--- config.mk ---
export PLATFORM = sky130hd
export DESIGN_NAME = mandel_pixel_sequencer_flat
export DESIGN_NICKNAME = d
export VERILOG_FILES = /design/src/rtl/mandel_pkg.sv /design/src/rtl/mandel_pixel_sequencer_if.sv /design/src/rtl/mandel_colour_map.sv /design/src/rtl/mandel_pixel_sequencer.sv /design/src/flat_wrapper.sv
export SDC_FILE = /design/constraint.sdc
export NUM_CORES = 1
export LEC_CHECK = 0
export BUFFER_PORTS_ARGS = -buffer_cell sky130_fd_sc_hd__buf_2
export CAP_MARGIN = 20
export CORE_AREA = 2 2 76 78
export CTS_BUF_LIST = sky130_fd_sc_hd__clkbuf_16
export DETAILED_ROUTE_END_ITERATION = 8
export DIE_AREA = 0 0 78 80
export PLACE_DENSITY = 0.68
export SLEW_MARGIN = 10
export SYNTH_ARGS = -nofsm -noshare
export SYNTH_HDL_FRONTEND = slang
export SYNTH_SLANG_ARGS = --single-unit
--- constraint.sdc ---
create_clock -name clk -period 4.1 [get_ports clk]
set_clock_uncertainty 0.1 [all_clocks]
set_input_delay 0.205 -clock clk [delete_from_list [all_inputs] [get_ports clk]]
set_output_delay 0.205 -clock clk [all_outputs]
set_load 0.01 [all_outputs]
--- src/rtl/mandel_pkg.sv ---
// Shared types for the Mandelbrot pixel sequencer: FSM state encoding,
// 24-bit RGB colour type and the fixed colour constants.
// Latency: n/a (types only). Backpressure: n/a.
package mandel_pkg;

  typedef enum logic [2:0] {
    IDLE,
    ISSUE,
    WAIT,
    WRITE,
    DONE
  } state_t;

  typedef logic [23:0] rgb_t;

  localparam rgb_t COL_BLACK = 24'h000000;
  localparam rgb_t COL_RED   = 24'hFF0000;

endpackage

--- src/rtl/mandel_pixel_sequencer_if.sv ---
// Engine/framebuffer side bundle of the pixel sequencer.
// Latency: n/a (wires only). Backpressure: px_valid/px_ready on the coordinate path.
// master = sequencer: drives px_x/px_y/px_valid and fb_we/fb_addr/fb_data,
//          receives px_ready and the result strobe res_valid/res_escaped/res_iter.
// slave  = engine + framebuffer model: the mirror image.
interface mandel_pixel_sequencer_if #(
  parameter int IMG_W  = 320,
  parameter int IMG_H  = 240,
  parameter int ITER_W = 8
);
  localparam int XW = $clog2(IMG_W);
  localparam int YW = $clog2(IMG_H);
  localparam int AW = $clog2(IMG_W * IMG_H);

  logic [XW-1:0]     px_x;
  logic [YW-1:0]     px_y;
  logic              px_valid;
  logic              px_ready;
  logic              res_valid;
  logic              res_escaped;
  logic [ITER_W-1:0] res_iter;
  logic              fb_we;
  logic [AW-1:0]     fb_addr;
  logic [23:0]       fb_data;

  modport master (
    output px_x, px_y, px_valid, fb_we, fb_addr, fb_data,
    input  px_ready, res_valid, res_escaped, res_iter
  );

  modport slave (
    input  px_x, px_y, px_valid, fb_we, fb_addr, fb_data,
    output px_ready, res_valid, res_escaped, res_iter
  );

endinterface

--- src/rtl/mandel_colour_map.sv ---
// Maps an engine result (escaped flag + iteration count) to an RGB888 colour.
// Latency: combinational. Backpressure: none.
// Ports: escaped, iter in; colour out.
// Macro ITER_COLOUR_EN: escaped pixels get an iteration gradient instead of pure red.
module mandel_colour_map
  import mandel_pkg::*;
#(
  parameter int ITER_W = 8
) (
  input  logic              escaped,
  input  logic [ITER_W-1:0] iter,
  output rgb_t              colour
);

`ifdef ITER_COLOUR_EN
  // Top 8 bits of the count drive red up and blue down.
  logic [7:0] lvl;
  assign lvl = iter[ITER_W-1 -: 8];

  always_comb begin
    colour = COL_BLACK;
    if (escaped) colour = {lvl, 8'h00, 8'hFF - lvl};
  end
`else
  // Binary set image: iteration count carries no information here.
  logic unused_iter;
  assign unused_iter = ^iter;

  always_comb begin
    colour = COL_BLACK;
    if (escaped) colour = COL_RED;
  end
`endif

endmodule

--- src/rtl/mandel_pixel_sequencer.sv ---
// Raster-walks the image, issues one coordinate at a time to the iteration engine,
// colours the result and writes it to the framebuffer.
// Latency: 3 cycles per pixel plus engine latency; all outputs registered.
// Backpressure: coordinate held stable while px_valid && !px_ready; one pixel outstanding.
// Ports: clk, rst (sync, active high), start/abort in, busy/done out,
//        bus (master modport): px_*, res_*, fb_* engine and framebuffer signals.
// Macro ITER_COLOUR_EN (in mandel_colour_map) selects gradient colouring.
module mandel_pixel_sequencer
  import mandel_pkg::*;
#(
  parameter int IMG_W  = 320,
  parameter int IMG_H  = 240,
  parameter int ITER_W = 8
) (
  input  logic clk,
  input  logic rst,
  input  logic start,
  input  logic abort,
  output logic busy,
  output logic done,
  mandel_pixel_sequencer_if.master bus
);

  localparam int XW = $clog2(IMG_W);
  localparam int YW = $clog2(IMG_H);
  localparam int AW = $clog2(IMG_W * IMG_H);
  localparam logic [XW-1:0] X_LAST = XW'(IMG_W - 1);
  localparam logic [YW-1:0] Y_LAST = YW'(IMG_H - 1);

  state_t        state;
  logic [XW-1:0] x;
  logic [YW-1:0] y;
  logic [AW-1:0] addr;    // tracks y*IMG_W+x by increment, no multiplier
  logic          valid_q;
  logic          we_q;
  rgb_t          data_q;
  rgb_t          colour;

  mandel_colour_map #(.ITER_W(ITER_W)) u_colour_map (
    .escaped (bus.res_escaped),
    .iter    (bus.res_iter),
    .colour  (colour)
  );

  always_ff @(posedge clk) begin
    if (rst) begin
      state   <= IDLE;
      busy    <= 1'b0;
      done    <= 1'b0;
      valid_q <= 1'b0;
      we_q    <= 1'b0;
      data_q  <= COL_BLACK;
      x       <= '0;
      y       <= '0;
      addr    <= '0;
    end else if (abort && state != IDLE) begin
      // Abort beats every other transition; nothing further is written.
      state   <= IDLE;
      busy    <= 1'b0;
      done    <= 1'b0;
      valid_q <= 1'b0;
      we_q    <= 1'b0;
      x       <= '0;
      y       <= '0;
      addr    <= '0;
    end else begin
      case (state)
        IDLE: begin
          if (start && !abort) begin
            state   <= ISSUE;
            busy    <= 1'b1;
            valid_q <= 1'b1;
          end
        end
        ISSUE: begin
          if (bus.px_ready) begin
            state   <= WAIT;
            valid_q <= 1'b0;
          end
        end
        WAIT: begin
          if (bus.res_valid) begin
            state  <= WRITE;
            data_q <= colour;
            we_q   <= 1'b1;
          end
        end
        WRITE: begin
          we_q <= 1'b0;
          if (x == X_LAST && y == Y_LAST) begin
            state <= DONE;
            done  <= 1'b1;
            x     <= '0;
            y     <= '0;
            addr  <= '0;
          end else begin
            state   <= ISSUE;
            valid_q <= 1'b1;
            addr    <= addr + AW'(1);
            if (x == X_LAST) begin
              x <= '0;
              y <= y + YW'(1);
            end else begin
              x <= x + XW'(1);
            end
          end
        end
        DONE: begin
          state <= IDLE;
          done  <= 1'b0;
          busy  <= 1'b0;
          x     <= '0;
          y     <= '0;
          addr  <= '0;
        end
        default: state <= IDLE;
      endcase
    end
  end

  assign bus.px_x     = x;
  assign bus.px_y     = y;
  assign bus.px_valid = valid_q;
  assign bus.fb_we    = we_q;
  assign bus.fb_addr  = addr;
  assign bus.fb_data  = data_q;

endmodule

--- src/flat_wrapper.sv ---
// flat-port wrapper written by rule: the top's interface ports become plain ports
module mandel_pixel_sequencer_flat import mandel_pkg::*;
#(
  parameter int IMG_W  = 320,
  parameter int IMG_H  = 240,
  parameter int ITER_W = 8
)
  (clk, rst, start, abort, busy, done, bus_px_x, bus_px_y, bus_px_valid, bus_fb_we, bus_fb_addr, bus_fb_data, bus_px_ready, bus_res_valid, bus_res_escaped, bus_res_iter);
  mandel_pixel_sequencer_if #(.IMG_W(IMG_W), .IMG_H(IMG_H), .ITER_W(ITER_W)) bus_i ();
  input  logic clk;
  input  logic rst;
  input  logic start;
  input  logic abort;
  output logic busy;
  output logic done;
  output wire logic [$bits(bus_i.px_x)-1:0] bus_px_x;
  output wire logic [$bits(bus_i.px_y)-1:0] bus_px_y;
  output wire logic [$bits(bus_i.px_valid)-1:0] bus_px_valid;
  output wire logic [$bits(bus_i.fb_we)-1:0] bus_fb_we;
  output wire logic [$bits(bus_i.fb_addr)-1:0] bus_fb_addr;
  output wire logic [$bits(bus_i.fb_data)-1:0] bus_fb_data;
  input wire logic [$bits(bus_i.px_ready)-1:0] bus_px_ready;
  input wire logic [$bits(bus_i.res_valid)-1:0] bus_res_valid;
  input wire logic [$bits(bus_i.res_escaped)-1:0] bus_res_escaped;
  input wire logic [$bits(bus_i.res_iter)-1:0] bus_res_iter;
  assign bus_px_x = bus_i.px_x;
  assign bus_px_y = bus_i.px_y;
  assign bus_px_valid = bus_i.px_valid;
  assign bus_fb_we = bus_i.fb_we;
  assign bus_fb_addr = bus_i.fb_addr;
  assign bus_fb_data = bus_i.fb_data;
  assign bus_i.px_ready = bus_px_ready;
  assign bus_i.res_valid = bus_res_valid;
  assign bus_i.res_escaped = bus_res_escaped;
  assign bus_i.res_iter = bus_res_iter;
  mandel_pixel_sequencer #(.IMG_W(IMG_W), .IMG_H(IMG_H), .ITER_W(ITER_W)) u_core (.clk(clk), .rst(rst), .start(start), .abort(abort), .busy(busy), .done(done), .bus(bus_i));
endmodule
==> results of run 1 <==
==> placed cells by master (no fill, tap or decap), types with 4 or more instances in the layout <==
cell       instances
mux2i_1            4
a311oi_1           4
inv_1              7
a31oi_1           10
nand2b_1           7
dfxtp_1           42
xnor2_1            7
o21ai_0           13
clkbuf_16          5
buf_2             52
a21oi_1           18
nand3_1           18
nor3_1            12
nand2_1           30
nor2_1            28
conb_1            16
==> metrics by stage <==
step                cell area, um2  instances  utilization (%)  worst slack (ns)  hold WS [ns]
floorplan                     2419        303                -             2.124        0.1774
global placement              2542        394            47.04             1.737        0.3405
detailed placement            2542        394            47.04             1.710        0.3475
CTS                           2705        402            50.05             1.697       0.06549
global route                  2705        402            50.05             1.515       0.07640
finish                        2705        402            50.05             1.733       0.06690
==> layout make-up <==
| cell class | instances | area (um2) |
|---|---|---|
| Clock inverter | 3 | 37.54 |
| Multi-Input combinational cell | 222 | 1325 |
| Inverter | 5 | 18.77 |
| Clock buffer | 5 | 125.1 |
| Tap cell | 72 | 90.09 |
| Timing Repair Buffer | 53 | 267.8 |
| Sequential cell | 42 | 840.8 |
| Fill cell | 536 | 2700 |
==> sequential cells by signal, summed over array words and instances (netlist names) <==
| signal | count |
|---|---|
| u_core.bus.px_valid | 1 |
| u_core.bus.fb_addr | 17 |
| u_core.bus.fb_data | 1 |
| u_core.bus.px_x | 9 |
| u_core.bus.px_y | 8 |
| u_core.bus.fb_we | 1 |
| u_core.state | 3 |
| u_core.done | 1 |
| u_core.busy | 1 |
==> power breakdown <==
group | internal, mW | total, mW | switching (mW) | leakage (nW)
registers | 0.413 | 0.419 | 0.00656 | 0.339
clock network | 0.283 | 0.436 | 0.154 | 0.0864
logic | 0.0166 | 0.0519 | 0.0353 | 0.661
total | 0.712 | 0.908 | 0.195 | 1.09
==> cell families (layout without fill, tap and decap cells) <==
group,count (synthesis),in the layout,share of synthesized area [%]
and+or+nand+nor,129,129,29.61
AOI/OAI and AO/OA,63,63,18.06
DFF,42,42,35.59
buffers and inverters,39,66,10.70
xor gates and xnor gates,7,7,2.595
muxes,4,4,1.695
adders and majority gates,3,3,1.589
other,1,16,0.1587
==> metal layers <==
layer  vias up  global-route usage, %  share of wire [%]
met4         0                  5.614               0.71
met5         -                      0                  0
met3         4                  3.507                5.6
met2        64                  24.66                 44
met1       934                  23.34                 49
li1       1083                      -                  -
==> path summary, 6_finish.rpt <==
path | to | depth (start not counted)
setup reg to reg | u_core.bus.fb_addr[7] | 4
hold reg to reg | u_core.busy | 2
setup / recovery | u_core.bus.fb_addr[7] | 4
hold / removal | u_core.bus.fb_data[22] | 3
==> tightest hold or removal path, stage by stage <==
cell and delay (ns):
buf_2 0.08, mux2i_1 0.06, nor2_1 0.07
==> impl_metrics.env, run 1 <==
export IMPL_core_region_area_mm2=0.005405
export IMPL_hold_viol=0
export IMPL_power_density_mw_per_mm2=335.5
export IMPL_maximum_number_of_pins_on_one_net_before_global_route_repair=25
export IMPL_drv_slew=0
export IMPL_ys_top_cells_by_area="dfxtp_1 (36%), buf_4 (7.9%), nand2_1 (4.8%)"
export IMPL_cts_hold_repair_buffers=0
export IMPL_startpoint="u_core.state[1]"
export IMPL_synthMostInstantiatedCell="dfxtp_1"
export IMPL_area_growth_synth_to_final_pct=14.51
export IMPL_synthesis_area_per_instance_um2=8.202
export IMPL_timing_hold_worst_class="primary input to flop"
export IMPL_synthFlopType="dfxtp_1"
export IMPL_arrival_ns=2.48
export IMPL_avgRoutedWirePerCell_um=12.56
export IMPL_master_of_the_slowest_instance_on_the_critical_path="a21oi_1"
export IMPL_diodes=0
export IMPL_reg2reg_from="u_core.state[1]"
export IMPL_worst_setup_path_end_kind="flop"
export IMPL_post_layout_total_power_mw=0.9075
export IMPL_max_clk_rate_ghz=0.4225
export IMPL_worst_slew_pin_transition_ns=0.9014
export IMPL_relSlewSlack_pct=39.90
export IMPL_dr_pass1_iters=4
export IMPL_leakage_power_summed_over_all_cells_nw=1.087
export IMPL_vdd_ir_drop_max_mv=0.1583
export IMPL_status="finished clean"
export IMPL_synth_cells_most_frequent="dfxtp_1 (42), nand2_1 (30), nor2_1 (28)"
export IMPL_number_of_max_cap_violations=0
export IMPL_gp_congestion=0.8100
export IMPL_ctsHtreeMaxLevel=2
export IMPL_post_drt_via_cell_ratio=5.187
export IMPL_r2r_slack_ns=1.73
export IMPL_grt_setup_unrepaired="false"
export IMPL_top_delay_family_on_crit_path="compound AO/OA/AOI/OAI gates"
export IMPL_dp_hpwl_mm=3.574
export IMPL_tritoncts_clock_tree="built"
export IMPL_worst_hold_startpoint="bus_res_escaped"
export IMPL_clock_insertion_delay_worst_skew_ns=0.28
export IMPL_finalNetCount=347
export IMPL_cts_reportedPaths_clkPinSlew_ns=0.06
export IMPL_drcViolationCount=0
export IMPL_critPathBufInv=0
export IMPL_die_area_mm2=0.006240
export IMPL_postSynthRegisterBits=42
export IMPL_ordered_list_of_cells_on_the_worst_path="nand3b_1 -> a21oi_1 -> or3b_2 -> a31oi_1"
export IMPL_netlist_instances=288
export IMPL_starting_density_of_the_core_pct=43.70
export IMPL_yosys_area_top_type="dfxtp_1"
export IMPL_wire_length_of_the_first_global_routing_pass_mm=8.452
export IMPL_post_cts_resize_count=0
export IMPL_cts_inserted_buffers=5
export IMPL_synth_edff_count=0
export IMPL_synth_top_area_share_pct=35.59
export IMPL_worst_path_max_fanout=12
export IMPL_tritoncts_num_sinks=42
export IMPL_grt_total_usage_pct=16.46
export IMPL_yosys_cell_types_count=49
export IMPL_io_pins=77
export IMPL_ys_warn_count=0
export IMPL_drive_gt1_share_pct=21.82
export IMPL_path_class="flop to flop"
export IMPL_via_count=2085
export IMPL_antenna_found_initial=0
export IMPL_synth_seq_area_share_pct=35.59
export IMPL_critPathMaxStageDelay_ns=0.71
export IMPL_floorplan_die_height_um=80
export IMPL_grt_pass1_vias=1763
export IMPL_rows=27
export IMPL_synth_area_mm2=0.002362
export IMPL_drt_first_iter_violations=184
export IMPL_setup_tns_ns=0
export IMPL_portBuffers=52
export IMPL_drtAntennaViolNets=0
export IMPL_report_final_setup_viol=0
export IMPL_final_min_period_ns=2.367
export IMPL_ffs_w_async_s_r_synth_pct=0
export IMPL_cts_setup_buffers=0
export IMPL_grt_overflow_total=0
export IMPL_timing_critical_path_from_type="flop"
export IMPL_library_cell_used_as_clock_root_buffer="clkbuf_16"
export IMPL_clock_tree_buffer_depth=2
export IMPL_critPathRequiredTime_ns=4.21
export IMPL_routed_wl_mm=5.050
export IMPL_die_w_um=78
export IMPL_period_share_pct=57.73
Power figures use the tool's default switching activity.
==> inputs of run 2 (changes only) <==
--- a/config.mk
+++ b/config.mk
@@ -11,7 +11,7 @@
 export CTS_BUF_LIST = sky130_fd_sc_hd__clkbuf_16
 export DETAILED_ROUTE_END_ITERATION = 8
 export DIE_AREA = 0 0 78 80
-export PLACE_DENSITY = 0.68
+export PLACE_DENSITY = 0.71
 export SLEW_MARGIN = 10
 export SYNTH_ARGS = -nofsm -noshare
 export SYNTH_HDL_FRONTEND = slang
==> constraint.sdc (replaced) <==
create_clock -name clk -period 2 [get_ports clk]
set_clock_uncertainty 0.1 [all_clocks]
set_input_delay 0.1 -clock clk [delete_from_list [all_inputs] [get_ports clk]]
set_output_delay 0.1 -clock clk [all_outputs]
set_load 0.01 [all_outputs]
==> impl_metrics.env, run 2 (synthesized netlist as in run 1, its figures left out) <==
export IMPL_power_density_mw_per_mm2=575.9
export IMPL_clock_insertion_delay_worst_skew_ns=0.28
export IMPL_final_min_period_ns=1.931
export IMPL_largest_register_ffs=17
export IMPL_layout_cells_most_common_list="buf_2 (52), dfxtp_1 (42), buf_4 (35)"
export IMPL_area_growth_synth_to_final_pct=28.18
export IMPL_clock_tree_buffer_depth=2
export IMPL_gr_usage_met2_pct=29.57
export IMPL_dr_pass1_iters=4
export IMPL_die_w_um=78
export IMPL_grt_total_usage_pct=17.54
export IMPL_tritoncts_num_sinks=42
export IMPL_grt_util_met3_pct=3.620
export IMPL_crit_top_cell="buf_4"
export IMPL_tritoncts_clock_tree="built"
export IMPL_gr_max_usage_layer="met2"
export IMPL_reg2reg_from="u_core.bus.px_x[0]"
export IMPL_antenna_found_initial=0
export IMPL_die_area_mm2=0.006240
export IMPL_library_cell_used_as_clock_root_buffer="clkbuf_16"
export IMPL_max_clk_rate_ghz=0.5180
export IMPL_drv_slew=0
export IMPL_avgRoutedWirePerCell_um=12.89
export IMPL_ctsHtreeMaxLevel=2
export IMPL_critPathMaxStageDelay_ns=0.37
export IMPL_worst_path_max_fanout=9
export IMPL_report_final_setup_viol=0
export IMPL_gp_congestion=0.8518
export IMPL_drive_gt1_share_pct=30.43
export IMPL_period_share_pct=96.53
export IMPL_floorplan_die_height_um=80
export IMPL_fin_cells=440
export IMPL_post_layout_total_power_mw=1.744
export IMPL_master_of_the_slowest_instance_on_the_critical_path="a2111oi_4"
export IMPL_ordered_list_of_cells_on_the_worst_path="ha_2 -> nand3_4 -> nor4_2 -> buf_4 -> a2111oi_4 -> buf_4 -> buf_12 -> a41oi_1 -> a31oi_1"
export IMPL_arrival_ns=2.04
export IMPL_grt_overflow_total=0
export IMPL_dp_cells=425
export IMPL_dp_hpwl_mm=3.998
export IMPL_reg2reg_depth=9
export IMPL_via_count=2273
export IMPL_number_of_max_cap_violations=0
export IMPL_routed_wl_mm=5.672
export IMPL_rows=27
export IMPL_core_region_area_mm2=0.005405
export IMPL_grt_pass1_vias=1952
export IMPL_global_route_usage_met1_pct=22.73
export IMPL_drcViolationCount=0
export IMPL_timing_critical_path_from_type="flop"
export IMPL_maximum_number_of_pins_on_one_net_before_global_route_repair=25
export IMPL_mostFrequentLayoutCell="buf_2"
export IMPL_critPathRequiredTime_ns=2.11
export IMPL_worst_hold_startpoint="bus_res_valid"
export IMPL_vdd_ir_drop_max_mv=0.3092
export IMPL_hold_path_endpoint="u_core.bus.fb_we"
export IMPL_worst_setup_path_end_kind="flop"
export IMPL_finalNetCount=386
export IMPL_portBuffers=52
export IMPL_leakage_power_summed_over_all_cells_nw=1.282
export IMPL_starting_density_of_the_core_pct=43.70
export IMPL_timing_hold_worst_class="primary input to flop"
export IMPL_wire_length_of_the_first_global_routing_pass_mm=8.949
export IMPL_r2r_slack_ns=0.07
export IMPL_hold_viol=0
export IMPL_diodes=0
export IMPL_post_drt_via_cell_ratio=5.166
export IMPL_cts_inserted_buffers=5
export IMPL_worst_hold_path_num_cells=3
export IMPL_path_class="flop to flop"
export IMPL_reg2reg_to="u_core.bus.fb_addr[13]"
export IMPL_cts_reportedPaths_clkPinSlew_ns=0.06
export IMPL_io_pins=77
export IMPL_post_dp_cell_area_mm2=0.002788
export IMPL_drtAntennaViolNets=0
export IMPL_drt_first_iter_violations=122
export IMPL_status="finished clean"
export IMPL_post_route_cell_area_mm2=0.003028
-- run 2: cell types whose count changed in the layout (fill, tap and decap cells not counted), sizes merged --
cell	previous run	this run
buf	53	88
bufinv	1	0
clkbuf	5	6
clkinv	0	2
dlygate4sd3	0	3
inv	7	5
-- run 2: worst max path at each step --
stage / from / end / slack [ns] / cells past startpoint
floorplan: u_core.bus.px_x[0] / u_core.bus.fb_addr[10] / 0.02 / 6
global placement: u_core.bus.px_x[0] / u_core.bus.fb_addr[7] / 0.11 / 8
detailed placement: u_core.bus.px_x[0] / u_core.bus.fb_addr[7] / 0.06 / 8
CTS: u_core.bus.px_x[0] / u_core.bus.fb_addr[7] / 0.05 / 8
global route: u_core.bus.px_x[0] / u_core.bus.fb_addr[13] / -0.03 / 9
finish: u_core.bus.px_x[0] / u_core.bus.fb_addr[13] / 0.07 / 9
-- run 2: cell type report --
type | count | area [um2]
tap | 72 | 90.09
multi-input combinational | 222 | 1345
clock buffer | 5 | 125.1
clock inverter | 2 | 10.01
fill | 492 | 2377
sequential | 42 | 840.8
timing repair buffer | 92 | 598.1
inverter | 5 | 18.77
-- run 2: timing repair --
| action | in CTS | in global routing |
|---|---|---|
| resized for setup | 0 | 4 |
| hold buffers | 3 | 0 |
| endpoints found under the setup margin | 0 | 4 |
| hold endpoints to repair | 2 | 0 |
| setup buffers | 0 | 4 |
-- run 2: stage by stage --
stage / util, % / hold slack [ns] / TNS [ns] / setup slack [ns]
6_report: 56.02 / 0.05374 / 0 / 0.06947
5_1_grt: 56.02 / 0.08081 / -0.03616 / -0.03033
4_1_cts: 54.63 / 0.05292 / 0 / 0.04542
3_5_place_dp: 51.57 / 0.2558 / 0 / 0.05707
3_3_place_gp: 51.57 / 0.2472 / 0 / 0.1070
2_1_floorplan: - / 0.07238 / 0 / 0.02367
-- run 2: report_power, final --
part	switching (mW)	internal (mW)	total [mW]	leakage (nW)
logic	0.0834	0.0453	0.129	0.874
clock network	0.311	0.451	0.761	0.0694
registers	0.00732	0.846	0.854	0.339
total	0.402	1.34	1.74	1.28
-- run 2: worst max-delay path, delay by kind of cell (launching register included) --
kind | cells | cell delay, ns
fa+ha+maj | 1 | 0.22
buf+inv | 3 | 0.45
flops | 1 | 0.32
simple gates | 2 | 0.14
compound gates | 3 | 0.62
-- run 2: routing by layer --
| metal | share of wire [%] | vias to the layer above | wire (um) |
|---|---|---|---|
| li1 | - | 1151 | - |
| met2 | 48 | 69 | 2702 |
| met4 | 1.0 | 0 | 59 |
| met3 | 5.3 | 7 | 298 |
| met5 | 0 | - | 0 |
| met1 | 46 | 1046 | 2612 |
==> inputs of run 3 (changes only) <==
--- a/config.mk
+++ b/config.mk
@@ -11,7 +11,7 @@
 export CTS_BUF_LIST = sky130_fd_sc_hd__clkbuf_16
 export DETAILED_ROUTE_END_ITERATION = 8
 export DIE_AREA = 0 0 78 80
-export PLACE_DENSITY = 0.71
+export PLACE_DENSITY = 0.74
 export SLEW_MARGIN = 10
 export SYNTH_ARGS = -nofsm -noshare
 export SYNTH_HDL_FRONTEND = slang
==> impl_metrics.env, run 3 (synthesized netlist as in run 1, its figures left out) <==
export IMPL_critPathMaxStageDelay_ns=0.41
export IMPL_period_share_pct=95.40
export IMPL_final_core_utilization_pct=55.42
export IMPL_number_of_max_cap_violations=0
export IMPL_starting_density_of_the_core_pct=43.70
export IMPL_tritoncts_num_sinks=42
export IMPL_mostFrequentLayoutCell="buf_2"
export IMPL_reg2reg_to="u_core.bus.px_y[7]"
export IMPL_grt_pass1_vias=1982
export IMPL_status="finished clean"
export IMPL_grt_setup_unrepaired="false"
export IMPL_arrival_ns=1.97
export IMPL_die_w_um=78
export IMPL_maximum_number_of_pins_on_one_net_before_global_route_repair=25
export IMPL_post_route_cell_area_mm2=0.002995
export IMPL_timing_hold_worst_class="primary input to flop"
export IMPL_power_density_mw_per_mm2=585.2
export IMPL_reg2reg_depth=7
export IMPL_dp_hpwl_mm=4.056
export IMPL_cts_inserted_buffers=5
export IMPL_cts_setup_buffers=0
export IMPL_hold_viol=0
export IMPL_timing_critical_path_from_type="flop"
export IMPL_worst_path_max_fanout=8
export IMPL_path_class="flop to flop"
export IMPL_tritoncts_clock_tree="built"
export IMPL_drtAntennaViolNets=0
export IMPL_gp_congestion=0.8264
export IMPL_routed_wl_mm=5.694
export IMPL_leakage_power_summed_over_all_cells_nw=1.269
export IMPL_drv_slew=0
export IMPL_sequential_cell_area_um2=840.8
export IMPL_r2r_slack_ns=0.09
export IMPL_critPathRequiredTime_ns=2.06
export IMPL_master_of_the_slowest_instance_on_the_critical_path="o41a_4"
export IMPL_final_min_period_ns=1.908
export IMPL_core_region_area_mm2=0.005405
export IMPL_avgRoutedWirePerCell_um=12.97
export IMPL_worst_setup_path_end_kind="flop"
export IMPL_library_cell_used_as_clock_root_buffer="clkbuf_16"
export IMPL_drt_first_iter_violations=139
export IMPL_reg2reg_from="u_core.bus.px_x[0]"
export IMPL_area_growth_synth_to_final_pct=26.80
export IMPL_ordered_list_of_cells_on_the_worst_path="ha_1 -> nand3_2 -> buf_4 -> o41a_4 -> nor4_4 -> xnor2_1 -> nor2_1"
export IMPL_io_pins=77
export IMPL_die_area_mm2=0.006240
export IMPL_antenna_found_initial=0
export IMPL_drcViolationCount=0
export IMPL_fillers=524
export IMPL_wire_length_of_the_first_global_routing_pass_mm=9.101
export IMPL_report_final_setup_viol=0
export IMPL_via_count=2277
export IMPL_ctsHtreeMaxLevel=2
export IMPL_diodes=0
export IMPL_dr_pass1_iters=4
export IMPL_cts_reportedPaths_clkPinSlew_ns=0.06
export IMPL_largest_register_ffs=17
export IMPL_critPathBufInv=1
export IMPL_worst_hold_startpoint="bus_res_valid"
export IMPL_setup_tns_ns=0
export IMPL_grt_total_usage_pct=18.18
export IMPL_clock_tree_buffer_depth=2
export IMPL_finalNetCount=384
export IMPL_max_clk_rate_ghz=0.5241
export IMPL_vdd_ir_drop_max_mv=0.3512
export IMPL_footprint_of_the_multi_input_gates_mm2=0.001350
export IMPL_post_drt_via_cell_ratio=5.187
export IMPL_drive_gt1_share_pct=29.16
export IMPL_rows=27
export IMPL_hold_path_endpoint="u_core.bus.fb_we"
export IMPL_floorplan_die_height_um=80
export IMPL_layout_cells_most_common_list="buf_2 (52), dfxtp_1 (42), buf_4 (33)"
export IMPL_top_delay_family_on_crit_path="simple AND/OR/NAND/NOR gates"
export IMPL_portBuffers=52
export IMPL_grt_overflow_total=0
export IMPL_clock_insertion_delay_worst_skew_ns=0.28
export IMPL_post_dp_cell_area_mm2=0.002803
export IMPL_worst_hold_path_num_cells=3
## run 3: layout make-up
cell class / instances / share of cell area (%)
Clock inverter: 3 / 0.4177
Timing Repair Buffer: 89 / 18.63
Sequential cell: 42 / 28.07
Multi-Input combinational cell: 223 / 45.07
Inverter: 5 / 0.6266
Tap cell: 72 / 3.008
Clock buffer: 5 / 4.177
## run 3: what timing repair did
| item | CTS | global route |
|---|---|---|
| resized for setup | 0 | 2 |
| endpoints found under the hold margin | 2 | 0 |
| endpoints found under the setup margin | 0 | 5 |
| hold buffers | 3 | 0 |
## run 3: metal layers
layer,vias to the layer above,part of all wire [%],track usage [%]
li1,1164,-,-
met1,1041,45,22.62
met2,63,49,30.60
met3,9,5.2,4.186
met4,0,1.3,6.842
met5,-,0,0
## run 3: stage by stage
step,setup WS (ns),hold WS (ns),cells,power [mW]
after floorplan,0.02367,0.07238,303,0.9784
after global placement,0.07797,0.2356,427,0.9913
after detailed placement,0.04380,0.2421,427,0.9934
after CTS,0.03428,0.03627,438,1.758
after global routing,0.004430,0.05141,439,1.811
final,0.09197,0.03796,439,1.753
## run 3: tightest hold or removal path, cell delays in order
cell and delay, ns:
buf_2 0.11, nand3_1 0.10, a211oi_1 0.07
## run 3: power by group
group	leakage (nW)	internal (mW)	total [mW]	switching, mW
Sequential	0.339	0.846	0.852	0.00622
Clock	0.0724	0.451	0.773	0.322
Combinational	0.858	0.0445	0.127	0.0826
Total	1.27	1.34	1.75	0.411
## run 3: worst max-delay path by stage
stage | start | to | slack (ns) | depth (start not counted)
after global placement | u_core.bus.px_x[0] | u_core.bus.px_y[7] | 0.08 | 7
final | u_core.bus.px_x[0] | u_core.bus.px_y[7] | 0.09 | 7
after global routing | u_core.bus.px_x[1] | u_core.bus.px_y[7] | 0.004 | 7
after detailed placement | u_core.bus.px_x[0] | u_core.bus.px_y[7] | 0.04 | 7
after CTS | u_core.bus.px_x[0] | u_core.bus.px_y[7] | 0.03 | 7
after floorplan | u_core.bus.px_x[0] | u_core.bus.fb_addr[10] | 0.02 | 6
